`src/rtl/systolic_pkg.sv`:
```
//------------------------------------------------------------------------------
// Module   : systolic_pkg
// Purpose  : Shared types and constants for the brightness systolic array
//            datapath (RAM loader, skew feeder, 4x4 array).
// Contents : feeder_state_t  - skew feeder control states
//            PE_DATA_WIDTH   - width of one processing-element word
//            ARRAY_DEPTH     - number of array rows (lanes)
// Revision : 1.0 - initial release
//------------------------------------------------------------------------------
`default_nettype none

package systolic_pkg;

   localparam int PE_DATA_WIDTH = 16;
   localparam int ARRAY_DEPTH   = 4;

   typedef enum logic [1:0] {
      IDLE    = 2'd0,
      STREAM  = 2'd1,
      DRAIN   = 2'd2,
      DONE_ST = 2'd3
   } feeder_state_t;

endpackage

`default_nettype wire

```
`src/rtl/systolic_skew_feeder_vec_fifo.sv`:
```
//------------------------------------------------------------------------------
// Module   : vec_fifo
// Purpose  : Small synchronous FIFO holding whole lane vectors. Head word is
//            presented combinationally on rd_data. A push into a full FIFO is
//            accepted only when a pop happens in the same cycle.
// Ports    : clk, reset          - clock, asynchronous active-high reset
//            push, wr_data       - write request and data
//            pop                 - consume head entry
//            rd_data             - head entry
//            full, empty, count  - occupancy status
// Params   : WIDTH      - vector width in bits
//            FIFO_DEPTH - number of entries, power of two, >= 2
// Revision : 1.0 - initial release
//------------------------------------------------------------------------------
`default_nettype none

module vec_fifo #(
   parameter int WIDTH      = 64,
   parameter int FIFO_DEPTH = 4
) (
   input  logic                          clk,
   input  logic                          reset,
   input  logic                          push,
   input  logic [WIDTH-1:0]              wr_data,
   input  logic                          pop,
   output logic [WIDTH-1:0]              rd_data,
   output logic                          full,
   output logic                          empty,
   output logic [$clog2(FIFO_DEPTH):0]   count
);
   import systolic_pkg::*;

   localparam int AW = $clog2(FIFO_DEPTH);

   logic [WIDTH-1:0] r_mem [FIFO_DEPTH];
   // Pointers carry one extra wrap bit so full and empty are distinguishable.
   logic [AW:0]      r_wr_ptr;
   logic [AW:0]      r_rd_ptr;
   logic             w_wr_en;
   logic             w_rd_en;

   assign w_rd_en = pop && !empty;
   assign w_wr_en = push && (!full || w_rd_en);

   always_ff @(posedge clk) begin
      if (w_wr_en) begin
         r_mem[r_wr_ptr[AW-1:0]] <= wr_data;
      end
   end

   always_ff @(posedge clk or posedge reset) begin
      if (reset) begin
         r_wr_ptr <= '0;
         r_rd_ptr <= '0;
      end else begin
         if (w_wr_en) r_wr_ptr <= r_wr_ptr + 1'b1;
         if (w_rd_en) r_rd_ptr <= r_rd_ptr + 1'b1;
      end
   end

   assign empty   = (r_wr_ptr == r_rd_ptr);
   assign full    = (r_wr_ptr[AW] != r_rd_ptr[AW]) &&
                    (r_wr_ptr[AW-1:0] == r_rd_ptr[AW-1:0]);
   assign count   = r_wr_ptr - r_rd_ptr;
   assign rd_data = r_mem[r_rd_ptr[AW-1:0]];

endmodule

`default_nettype wire

```
`src/rtl/systolic_skew_feeder.sv`:
```
//------------------------------------------------------------------------------
// Module   : systolic_skew_feeder
// Purpose  : Buffers DEPTH-lane pixel vectors from the RAM loader and feeds the
//            systolic array rows with diagonal skew (lane i lags lane 0 by i
//            array advances). Absorbs array stalls and drains the skew
//            pipeline with bubbles once the source reports completion.
// Ports    : clk, reset    - clock, asynchronous active-high reset
//            start         - one-cycle pulse, accepted only when idle
//            in_data       - packed input vector, lane 0 in LSBs
//            in_valid      - push in_data this cycle
//            src_done      - one-cycle pulse, no more vectors follow
//            array_ready   - array advances this cycle
//            row_data      - skewed lane outputs, lane 0 in LSBs
//            row_valid     - per-lane valid
//            busy          - controller not idle
//            overflow      - sticky, a push was dropped
//            flush_done    - one-cycle pulse at end of drain
//            drop_count    - saturating dropped-push counter (optional)
// Config   : SKEW_DROP_COUNT_EN - when defined, adds the drop_count port.
// Params   : PE_DATA_WIDTH, DEPTH (>= 2), FIFO_DEPTH (power of two, >= 2)
// Revision : 1.0 - initial release
//------------------------------------------------------------------------------
`default_nettype none

module systolic_skew_feeder #(
   parameter int PE_DATA_WIDTH = systolic_pkg::PE_DATA_WIDTH,
   parameter int DEPTH         = systolic_pkg::ARRAY_DEPTH,
   parameter int FIFO_DEPTH    = 4
) (
   input  logic                           clk,
   input  logic                           reset,
   input  logic                           start,
   input  logic [PE_DATA_WIDTH*DEPTH-1:0] in_data,
   input  logic                           in_valid,
   input  logic                           src_done,
   input  logic                           array_ready,
   output logic [PE_DATA_WIDTH*DEPTH-1:0] row_data,
   output logic [DEPTH-1:0]               row_valid,
   output logic                           busy,
   output logic                           overflow,
   output logic                           flush_done
`ifdef SKEW_DROP_COUNT_EN
   ,
   output logic [7:0]                     drop_count
`endif
);
   import systolic_pkg::*;

   localparam int                VW  = PE_DATA_WIDTH * DEPTH;
   localparam int                FAW = $clog2(FIFO_DEPTH);
   localparam int                CW  = (DEPTH > 2) ? $clog2(DEPTH) : 1;
   localparam logic [CW-1:0]     C_DRAIN_LAST = CW'(DEPTH - 2);
   localparam logic [FAW:0]      C_ONE_ENTRY  = (FAW+1)'(1);

   feeder_state_t   r_state;
   logic            r_busy;
   logic            r_flush_done;
   logic            r_src_done;
   logic            r_overflow;
   logic [CW-1:0]   r_drain_cnt;

   logic [VW-1:0]   w_fifo_rd;
   logic            w_full;
   logic            w_empty;
   logic [FAW:0]    w_count;

   logic            w_in_stream;
   logic            w_advance;
   logic            w_pop;
   logic            w_push_req;
   logic            w_push;
   logic            w_drop;
   logic            w_start_ok;
   logic            w_src_seen;
   logic            w_empty_next;

   assign w_in_stream = (r_state == STREAM);
   assign w_advance   = array_ready && (r_state == STREAM || r_state == DRAIN);
   assign w_pop       = w_advance && w_in_stream && !w_empty;
   assign w_push_req  = in_valid && w_in_stream;
   // A full FIFO still accepts a push when the head leaves in the same cycle.
   assign w_push      = w_push_req && (!w_full || w_pop);
   assign w_drop      = w_push_req && w_full && !w_pop;
   assign w_start_ok  = start && (r_state == IDLE);
   assign w_src_seen  = r_src_done || src_done;
   // Leave STREAM on the same edge that pops the last vector, so DRAIN needs
   // exactly DEPTH-1 further advances to push that vector out of lane DEPTH-1.
   assign w_empty_next = !w_push && (w_empty || (w_pop && w_count == C_ONE_ENTRY));

   vec_fifo #(
      .WIDTH      (VW),
      .FIFO_DEPTH (FIFO_DEPTH)
   ) u_fifo (
      .clk     (clk),
      .reset   (reset),
      .push    (w_push),
      .wr_data (in_data),
      .pop     (w_pop),
      .rd_data (w_fifo_rd),
      .full    (w_full),
      .empty   (w_empty),
      .count   (w_count)
   );

   // Control FSM with registered status outputs.
   always_ff @(posedge clk or posedge reset) begin
      if (reset) begin
         r_state      <= IDLE;
         r_busy       <= 1'b0;
         r_flush_done <= 1'b0;
         r_src_done   <= 1'b0;
         r_drain_cnt  <= '0;
      end else begin
         case (r_state)
            IDLE: begin
               if (start) begin
                  r_state    <= STREAM;
                  r_busy     <= 1'b1;
                  r_src_done <= 1'b0;
               end
            end
            STREAM: begin
               if (src_done) r_src_done <= 1'b1;
               if (w_src_seen && w_empty_next) begin
                  r_state     <= DRAIN;
                  r_drain_cnt <= '0;
               end
            end
            DRAIN: begin
               if (w_advance) begin
                  if (r_drain_cnt == C_DRAIN_LAST) begin
                     r_state      <= DONE_ST;
                     r_flush_done <= 1'b1;
                  end else begin
                     r_drain_cnt <= r_drain_cnt + 1'b1;
                  end
               end
            end
            DONE_ST: begin
               r_state      <= IDLE;
               r_busy       <= 1'b0;
               r_flush_done <= 1'b0;
               r_src_done   <= 1'b0;
            end
            default: begin
               r_state <= IDLE;
            end
         endcase
      end
   end

   always_ff @(posedge clk or posedge reset) begin
      if (reset) begin
         r_overflow <= 1'b0;
      end else if (w_start_ok) begin
         r_overflow <= 1'b0;
      end else if (w_drop) begin
         r_overflow <= 1'b1;
      end
   end

`ifdef SKEW_DROP_COUNT_EN
   logic [7:0] r_drop_count;

   always_ff @(posedge clk or posedge reset) begin
      if (reset) begin
         r_drop_count <= '0;
      end else if (w_start_ok) begin
         r_drop_count <= '0;
      end else if (w_drop && r_drop_count != 8'hFF) begin
         r_drop_count <= r_drop_count + 8'd1;
      end
   end

   assign drop_count = r_drop_count;
`endif

   // Lane i is a chain of i+1 registers; the last one drives the row output.
   // Stage 0 takes the FIFO head on a pop, otherwise a zero-data bubble.
   for (genvar gi = 0; gi < DEPTH; gi++) begin : g_lane
      logic [PE_DATA_WIDTH-1:0] r_dat [0:gi];
      logic [gi:0]              r_vld;

      always_ff @(posedge clk or posedge reset) begin
         if (reset) begin
            for (int s = 0; s <= gi; s++) begin
               r_dat[s] <= '0;
            end
            r_vld <= '0;
         end else if (w_advance) begin
            r_dat[0] <= w_pop ? w_fifo_rd[gi*PE_DATA_WIDTH +: PE_DATA_WIDTH] : '0;
            r_vld[0] <= w_pop;
            for (int s = 1; s <= gi; s++) begin
               r_dat[s] <= r_dat[s-1];
               r_vld[s] <= r_vld[s-1];
            end
         end
      end

      assign row_data[gi*PE_DATA_WIDTH +: PE_DATA_WIDTH] = r_dat[gi];
      assign row_valid[gi]                               = r_vld[gi];
   end

   assign busy       = r_busy;
   assign overflow   = r_overflow;
   assign flush_done = r_flush_done;

endmodule

`default_nettype wire
```
`config.mk`:
```
export PLATFORM = sky130hd
export DESIGN_NAME = systolic_skew_feeder
export DESIGN_NICKNAME = d
export VERILOG_FILES = /design/src/rtl/systolic_pkg.sv /design/src/rtl/systolic_skew_feeder_vec_fifo.sv /design/src/rtl/systolic_skew_feeder.sv
export SDC_FILE = /design/constraint.sdc
export NUM_CORES = 1
export LEC_CHECK = 0
export ABC_AREA = 1
export ABC_CLOCK_PERIOD_IN_PS = 8140
export CAP_MARGIN = 20
export CORE_AREA = 10 10 250 252
export CTS_CLUSTER_DIAMETER = 200
export CTS_CLUSTER_SIZE = 24
export DETAILED_ROUTE_END_ITERATION = 7
export DIE_AREA = 0 0 260 262
export GPL_TIMING_DRIVEN = 1
export PLACE_DENSITY_LB_ADDON = 0.1
export SYNTH_ARGS = -nofsm -noshare
export SYNTH_HDL_FRONTEND = slang
export SYNTH_SLANG_ARGS = --single-unit
```
`constraint.sdc`:
```
create_clock -name clk -period 8.14 [get_ports clk]
set_input_delay 1.628 -clock clk [delete_from_list [all_inputs] [get_ports clk]]
set_output_delay 1.628 -clock clk [all_outputs]
set_load 0.05 [all_outputs]
```
==> results of run 1 <==
==> path summary, 6_finish.rpt <==
kind                       slack, ns                  end  cells past startpoint
max                             4.62         row_valid[1]                      1
min                             0.47  g_lane[3].r_dat[18]                      2
max reg2reg                     4.86   u_fifo.r_mem[1][2]                      8
min reg2reg                     0.47  g_lane[3].r_dat[18]                      2
max in group asynchronous       5.37  g_lane[2].r_dat[34]                      3
min in group asynchronous       1.51                 busy                      2
==> layout by cell type, fill, tap and decap left out, drive strengths merged, types with 38 or more instances in the layout <==
cell           count
inv               76
dfrtp            178
a32o              64
clkdlybuf4s50    140
edfxtp           256
nand2            429
o22ai             49
clkbuf            38
a21oi             68
o21ai             70
==> report_power, final <==
part	internal, mW	switching (mW)
Combinational	0.960	1.98
Sequential	2.88	0.266
Clock	0.542	0.712
Total	4.38	2.96
==> cell families (layout without fill, tap and decap cells) <==
logic type	after synthesis	count (layout)	share of synthesized area (%)
buf+inv	203	270	6.19
other cells	0	3	0
fa+ha+maj	13	13	0.995
simple gates	457	457	10.4
flops	434	434	71.0
compound gates	254	254	11.2
xor+xnor	4	4	0.205
==> cell type report <==
type                       instances  area [sq um]
multi-input combinational        728          3940
inverter                          77           305
sequential                       434         12100
tap                              765           957
fill                            5645         37800
clock inverter                     1          30.0
clock buffer                      38           632
antenna                            3          7.51
timing repair buffer             154          1530
==> routing by layer <==
layer / vias to the layer above / GRT usage (%) / wire (um)
li1: 4754 / - / -
met1: 4893 / 16.0 / 19000
met3: 35 / 2.12 / 1510
met4: 4 / 2.52 / 709
met5: - / 0 / 22
met2: 106 / 19.2 / 19200
==> flip-flops by register name (all words and copies together) (netlist names) <==
register / cells
u_fifo.r_mem: 256
g_lane.r_dat: 112
row_data: 48
g_lane.r_vld: 4
u_fifo.r_rd_ptr: 3
u_fifo.r_wr_ptr: 3
r_drain_cnt: 2
r_state: 2
busy: 1
flush_done: 1
overflow: 1
r_src_done: 1
==> metrics by stage <==
| stage | hold WS, ns | cells | cell area (sq um) | setup slack [ns] | util, % |
|---|---|---|---|---|---|
| finish | 0.472 | 2200 | 19500 | 4.62 | 34.1 |
| global route | 0.503 | 2197 | 19500 | 4.52 | 34.1 |
| CTS | 0.469 | 2196 | 19500 | 4.51 | 34.0 |
| detailed placement | 0.452 | 2157 | 18800 | 4.10 | 32.8 |
| global placement | 0.452 | 2157 | 18800 | 4.14 | 32.8 |
| floorplan | 0.442 | 1365 | 17100 | 1.68 | - |
==> results.sh, run 1 <==
export IMPL_status="completed"
export IMPL_fin_crit_ns=3.52
export IMPL_p_leak_nw=7.42
export IMPL_fmax_mhz=284
export IMPL_via_per_inst=4.45
export IMPL_cp_max_fo=3
export IMPL_cts_hold_fix_buffers=0
export IMPL_ctsRootBufferMaster="clkbuf_16"
export IMPL_critPathArrivalTime_ns=1.89
export IMPL_fp_dieArea_sq_um=68100
export IMPL_synth_edf_count=256
export IMPL_dp_hpwl_um=23500
export IMPL_cts_tree="yes"
export IMPL_dieHeight_um=262
export IMPL_crit_chain="clkdlybuf4s50_1"
export IMPL_startpoint="g_lane[2].r_vld[1]"
export IMPL_tightestPinTransition_ns=1.11
export IMPL_layout_nets=1500
export IMPL_synthTopCellsByArea="edfxtp_1 (45%), dfrtp_1 (26%), nand2_1 (9.2%)"
export IMPL_antenna_left=0
export IMPL_grtUsageTotal_pct=11.7
export IMPL_rows=88
export IMPL_synth_largest_area_cell="edfxtp_1"
export IMPL_cts_made_buffers=22
export IMPL_clockBufferDepth=3
export IMPL_min_from="g_lane[3].r_dat[34]"
export IMPL_grt_pass1_vias=9802
export IMPL_finalCritPeriodShare_pct=43.3
export IMPL_start_util_pct=29.8
export IMPL_synth_seq_area_share_pct=71.0
export IMPL_ys_seq_elements=434
export IMPL_grt_max_degree=85
export IMPL_slowest_stage="clkdlybuf4s50_1"
export IMPL_power_density_nw_per_um2=376
export IMPL_first_pass_iters=5
export IMPL_end_kind="primary output"
export IMPL_synth_async_reset_ratio_pct=41.0
export IMPL_clk_pin_slew_ns=0.10
export IMPL_gp_congestion=0.683
export IMPL_syn_inst=1365
export IMPL_h_tree_depth=1
export IMPL_required_ns=6.51
export IMPL_netlist_top_cells_count="nand2_1 (420), edfxtp_1 (256), dfrtp_1 (178)"
export IMPL_hp_class="flop to flop"
export IMPL_num_vias=9792
export IMPL_die_x_um=260
export IMPL_r2r_start="u_fifo.r_rd_ptr[1]"
export IMPL_antenna_found_initial=4
export IMPL_rsz0062_at_grt="no"
export IMPL_drive_gt1_share_pct=7.33
export IMPL_syn2layout_area_growth_pct=14.3
export IMPL_overflow=0
export IMPL_cts_resized=0
export IMPL_port_buffers=140
export IMPL_coreArea_sq_um=57400
export IMPL_synth_cell_area_sq_um=17100
export IMPL_drc=0
export IMPL_synth_top_area_share_pct=45.0
export IMPL_path_class="flop to primary output"
export IMPL_insertion_delay_ns=0.56
export IMPL_drtIter0Drc=406
export IMPL_cap_violations=0
export IMPL_ir_drop_v=0.000145
export IMPL_hold_viol=0
export IMPL_synth_most_common_cell="nand2_1"
export IMPL_pin_count=141
export IMPL_maxSlewViolCount=0
export IMPL_postCtsSetupRepairBufs=0
export IMPL_slew_headroom_pct=26.0
export IMPL_cts_sinks=434
export IMPL_startpoint_type="flop"
export IMPL_syn_avg_cell_area_sq_um=12.5
export IMPL_fin_skew_ns=0.0307
export IMPL_yosysUniqueCellTypes=32
export IMPL_cp_num_buf_inv=1
export IMPL_setup_violations=0
export IMPL_synthFlopType="edfxtp_1"
export IMPL_setup_tns_final_ns=0
export IMPL_critical_path_top_delay_family="buffers and inverters"
export IMPL_p_total_mw=7.34
export IMPL_grt_pass1_wl_um=62100
export IMPL_syn_num_nets=1448
export IMPL_critPathMaxStageDelay_ns=0.94
export IMPL_wire_per_inst_um=18.4
export IMPL_routed_wl_um=40400
export IMPL_yosysWarnings=0
No activity file was read; power rests on OpenSTA's default activity.
==> run 2, diff against run 1 <==
- ABC_CLOCK_PERIOD_IN_PS: 8140 -> 3600
- clock period: 8.14 -> 3.6 ns (I/O delays scaled with it)
==> run 2 against run 1 <==
Register-to-register slack got worse by 3.7 ns. Sequential share of layout area is 0.64 points lower. First-iteration DRC count is 38% higher. Wire length increased by 0.38%. Sequential cell count unchanged. Critical endpoint unchanged.
==> results.sh, run 2 (synthesis gave the netlist of run 1 again) <==
export IMPL_cap_violations=0
export IMPL_dr_max_layer_used="met5"
export IMPL_cts_resized=0
export IMPL_cp_num_buf_inv=1
export IMPL_final_common_cell="nand2_1"
export IMPL_hold_worst_slack_ns=0.478
export IMPL_pin_count=141
export IMPL_wire_per_inst_um=18.4
export IMPL_clockBufferDepth=3
export IMPL_power_density_nw_per_um2=847
export IMPL_cts_made_buffers=22
export IMPL_wl_met3_um=1610
export IMPL_antenna_left=0
export IMPL_h_tree_depth=1
export IMPL_maxSlewViolCount=0
export IMPL_critPathArrivalTime_ns=1.93
export IMPL_status="completed"
export IMPL_grtUsageTotal_pct=11.7
export IMPL_die_x_um=260
export IMPL_layout_nets=1508
export IMPL_ctsRootBufferMaster="clkbuf_16"
export IMPL_stdcell_count=2209
export IMPL_cts_sinks=434
export IMPL_dp_hpwl_um=23100
export IMPL_p_total_mw=16.7
export IMPL_setup_tns_final_ns=0
export IMPL_postCtsSetupRepairBufs=0
export IMPL_syn2layout_area_growth_pct=15.5
export IMPL_drive_gt1_share_pct=7.84
export IMPL_end_kind="primary output"
export IMPL_cts_hold_fix_buffers=0
export IMPL_seqPwrFrac_pct=42.1
export IMPL_cp_max_fo=3
export IMPL_cts_tree="yes"
export IMPL_antenna_found_initial=3
export IMPL_ir_drop_v=0.000509
export IMPL_path_class="flop to primary output"
export IMPL_dieHeight_um=262
export IMPL_fin_skew_ns=0.0364
export IMPL_p_leak_nw=7.50
export IMPL_grt_max_degree=166
export IMPL_via_per_inst=4.47
export IMPL_slew_headroom_pct=37.8
export IMPL_critPathMaxStageDelay_ns=0.87
export IMPL_intPower_mw=10.0
export IMPL_fmax_mhz=377
export IMPL_hold_viol=0
export IMPL_drtIter0Drc=562
export IMPL_hp_class="flop to flop"
export IMPL_crit_chain="clkdlybuf4s50_1"
export IMPL_critical_path_top_delay_family="buffers and inverters"
export IMPL_start_util_pct=29.8
export IMPL_clkPwrFrac_pct=17.0
export IMPL_routed_wl_um=40500
export IMPL_num_vias=9883
export IMPL_gp_congestion=0.705
export IMPL_dpl_cell_count=2166
export IMPL_port_buffers=140
export IMPL_required_ns=2.88
export IMPL_drt_met1_wl_um=19100
export IMPL_startpoint_type="flop"
export IMPL_setup_violations=0
export IMPL_rsz0062_at_grt="no"
export IMPL_insertion_delay_ns=0.57
export IMPL_overflow=0
export IMPL_netSwitchingFraction_pct=40.2
export IMPL_grt_pass1_wl_um=62200
export IMPL_rows=88
export IMPL_clk_pin_slew_ns=0.10
export IMPL_coreArea_sq_um=57400
export IMPL_final_cell_mix="nand2_1 (419), edfxtp_1 (256), dfrtp_1 (177)"
export IMPL_tightestPinTransition_ns=0.933
export IMPL_fin_crit_ns=2.65
export IMPL_largest_reg_flops=256
export IMPL_fp_dieArea_sq_um=68100
export IMPL_drc=0
export IMPL_slowest_stage="clkdlybuf4s50_1"
export IMPL_final_util_pct=34.4
export IMPL_first_pass_iters=5
export IMPL_grt_pass1_vias=9997
export IMPL_p_comb_share_pct=40.8
export IMPL_met2_length_um=19400
export IMPL_finalCritPeriodShare_pct=73.7
export IMPL_power_switching_mw=6.72
-- run 2: cell count changes in the layout (fill, tap and decap cells not counted) --
| cell | change |
|---|---|
| clkinvlp_4 | +1 |
| buf_16 | -1 |
| clkbuf_1 | +1 |
| inv_8 | -1 |
| buf_4 | -4 |
| buf_12 | +13 |
-- run 2: worst paths after layout --
check | startpoint | slack (ns) | to | depth (start not counted)
worst max-delay path | g_lane[2].r_vld[1] | 0.95 | row_valid[1] | 1
worst min-delay path | g_lane[3].r_dat[32] | 0.48 | g_lane[3].r_dat[16] | 2
worst max register to register | u_fifo.r_rd_ptr[1] | 1.13 | g_lane[3].r_dat[62] | 6
worst min register to register | g_lane[3].r_dat[32] | 0.48 | g_lane[3].r_dat[16] | 2
max in group asynchronous | reset | 2.18 | g_lane[2].r_dat[25] | 3
min in group asynchronous | reset | 0.57 | row_data[26] | 2
-- run 2: power by group through the flow --
stage | registers (mW) | logic, mW | clock network (mW)
after global routing | 7.19 | 7.54 | 3.18
after detailed placement | 7.18 | 6.98 | 0
after CTS | 7.08 | 7.00 | 2.99
final | 7.05 | 6.84 | 2.85
after floorplan | 7.40 | 4.92 | 0
after global placement | 7.18 | 6.94 | 0
-- run 2: metrics by stage --
step | area [sq um] | worst slack (ns)
finish | 19700 | 0.948
global route | 19700 | 0.876
CTS | 19700 | 0.876
detailed placement | 19100 | 0.941
global placement | 19100 | 0.927
floorplan | 17100 | -0.932
-- run 2: metal layers --
| metal | track usage [%] | vias up |
|---|---|---|
| met2 | 19.5 | 128 |
| li1 | - | 4780 |
| met5 | 0 | - |
| met3 | 2.00 | 31 |
| met4 | 2.37 | 2 |
| met1 | 15.7 | 4942 |
-- run 2: area by class of cell --
type	instances	area (sq um)
multi-input cells	728	3940
well taps	765	957
repair buffers	162	1730
clock buffers	39	636
flip-flops and latches	434	12100
fillers	5597	37600
clock inverters	1	30.0
inverters	77	302
diodes	3	7.51
==> run 3, diff against run 2 <==
- ABC_CLOCK_PERIOD_IN_PS: 3600 -> 2500
- clock period: 3.6 -> 2.5 ns (I/O delays scaled with it)
==> run 3 against run 2 <==
Register-to-register slack got worse by 0.78 ns. Non-clock buffer count grew 14. Count of clock-buffer cells in the layout is the same. Sequential cell count unchanged. Critical endpoint is now row_data[18]. Critical path depth unchanged. Clock skew is 0.0065 ns lower. Critical path type unchanged.
==> results.sh, run 3 (synthesis gave the netlist of run 1 again) <==
export IMPL_dp_slack_ns=0.161
export IMPL_critPathArrivalTime_ns=1.88
export IMPL_cts_hold_fix_buffers=0
export IMPL_num_vias=9896
export IMPL_maxSlewViolCount=0
export IMPL_via_per_inst=4.46
export IMPL_crit_chain="clkdlybuf4s50_1"
export IMPL_coreArea_sq_um=57400
export IMPL_p_leak_nw=7.62
export IMPL_final_common_cell="nand2_1"
export IMPL_hold_viol=0
export IMPL_ctsRootBufferMaster="clkbuf_16"
export IMPL_grt_pass1_wl_um=62100
export IMPL_layout_nets=1522
export IMPL_critical_path_top_delay_family="buffers and inverters"
export IMPL_first_pass_iters=5
export IMPL_dp_hpwl_um=24900
export IMPL_critPathMaxStageDelay_ns=0.85
export IMPL_fin_skew_ns=0.0300
export IMPL_final_cell_mix="nand2_1 (418), edfxtp_1 (256), dfrtp_1 (177)"
export IMPL_fin_crit_ns=2.38
export IMPL_antenna_left=0
export IMPL_overflow=0
export IMPL_rsz0062_at_grt="no"
export IMPL_drc=0
export IMPL_tightestPinTransition_ns=0.632
export IMPL_grtUsageTotal_pct=11.6
export IMPL_die_x_um=260
export IMPL_end_kind="primary output"
export IMPL_grt_pass1_vias=10100
export IMPL_startpoint_type="flop"
export IMPL_wire_per_inst_um=18.0
export IMPL_power_density_nw_per_um2=1220
export IMPL_gp_congestion=0.728
export IMPL_hp_class="input pin to asynchronous set/reset pin"
export IMPL_port_buffers=140
export IMPL_slew_headroom_pct=57.9
export IMPL_setup_violations=0
export IMPL_rows=88
export IMPL_insertion_delay_ns=0.56
export IMPL_path_class="flop to primary output"
export IMPL_dieHeight_um=262
export IMPL_status="completed"
export IMPL_cts_sinks=434
export IMPL_fp_dieArea_sq_um=68100
export IMPL_grt_max_degree=131
export IMPL_largest_reg_flops=256
export IMPL_p_total_mw=24.3
export IMPL_ir_drop_v=0.000861
export IMPL_required_ns=2.00
export IMPL_cts_made_buffers=22
export IMPL_cts_resized=0
export IMPL_fmax_mhz=421
export IMPL_diodes=0
export IMPL_h_tree_depth=1
export IMPL_syn2layout_area_growth_pct=17.0
export IMPL_worst_slack_ns=0.123
export IMPL_cp_max_fo=2
export IMPL_slowest_stage="clkdlybuf4s50_1"
export IMPL_cap_violations=0
export IMPL_routed_wl_um=39900
export IMPL_cts_tree="yes"
export IMPL_drtIter0Drc=585
export IMPL_clockBufferDepth=3
export IMPL_clk_pin_slew_ns=0.10
export IMPL_pin_count=141
export IMPL_finalCritPeriodShare_pct=95.1
export IMPL_postCtsSetupRepairBufs=0
export IMPL_antenna_found_initial=2
export IMPL_drive_gt1_share_pct=8.93
export IMPL_cp_num_buf_inv=1
export IMPL_start_util_pct=29.8
==> run 3: cell count changes in the layout (fill, tap and decap cells not counted) <==
cell     before  now
inv_1        69   68
nand2_1     419  418
buf_4         9   13
buf_12       13   23
nand2_8       0    1
inv_2         3    4
nand3_4       1    2
diode_2       3    0
ha_4          0    1
nand3_2       2    1
ha_1         12   11
==> run 3: final timing paths <==
kind	start	endpoint	slack, ns	cells after the start
worst max-delay path	row_data[18]	row_data[18]	0.12	1
worst min-delay path	reset	busy	0.27	2
worst max register to register	r_state[1]	u_fifo.r_mem[3][26]	0.35	7
worst min register to register	g_lane[3].r_dat[43]	g_lane[3].r_dat[27]	0.47	2
max in group asynchronous	reset	g_lane[2].r_dat[32]	1.56	3
min in group clk	g_lane[3].r_dat[43]	g_lane[3].r_dat[27]	0.47	2
==> run 3: per-layer routing <==
metal | routed length (um) | up-vias | GRT usage, % | part of all wire [%]
met2 | 19500 | 144 | 19.7 | 49
met4 | 795 | 4 | 2.76 | 2.0
met3 | 1360 | 40 | 1.74 | 3.4
met5 | 21 | - | 0 | 0.053
met1 | 18300 | 4904 | 15.3 | 46
li1 | - | 4804 | - | -
==> run 3: final cells by class <==
cell class                      count  area (sq um)
Timing Repair Buffer              176          1960
Fill cell                        5604         37400
Clock buffer                       39           636
Tap cell                          765           957
Sequential cell                   434         12100
Multi-Input combinational cell    728          3970
Inverter                           77           302
Clock inverter                      1          30.0
==> run 3: where the power goes <==
part	switching [mW]	leakage, nW	total, mW	internal (mW)
Sequential	0.745	4.71	10.1	9.35
Clock	2.31	0.314	4.07	1.77
Combinational	6.64	2.59	10.2	3.52
Total	9.69	7.62	24.3	14.6
==> run 3: stage by stage <==
| stage | cell area (sq um) | instances | utilization [%] | setup TNS [ns] | hold WS (ns) |
|---|---|---|---|---|---|
| after floorplan | 17200 | 1365 | - | -73.98 | 0.442 |
| after global routing | 20000 | 2220 | 34.9 | 0 | 0.276 |
| after global placement | 19300 | 2180 | 33.7 | 0 | 0.455 |
| after CTS | 20000 | 2220 | 34.9 | 0 | 0.257 |
| after detailed placement | 19300 | 2180 | 33.7 | 0 | 0.451 |
| final | 20000 | 2220 | 34.9 | 0 | 0.272 |
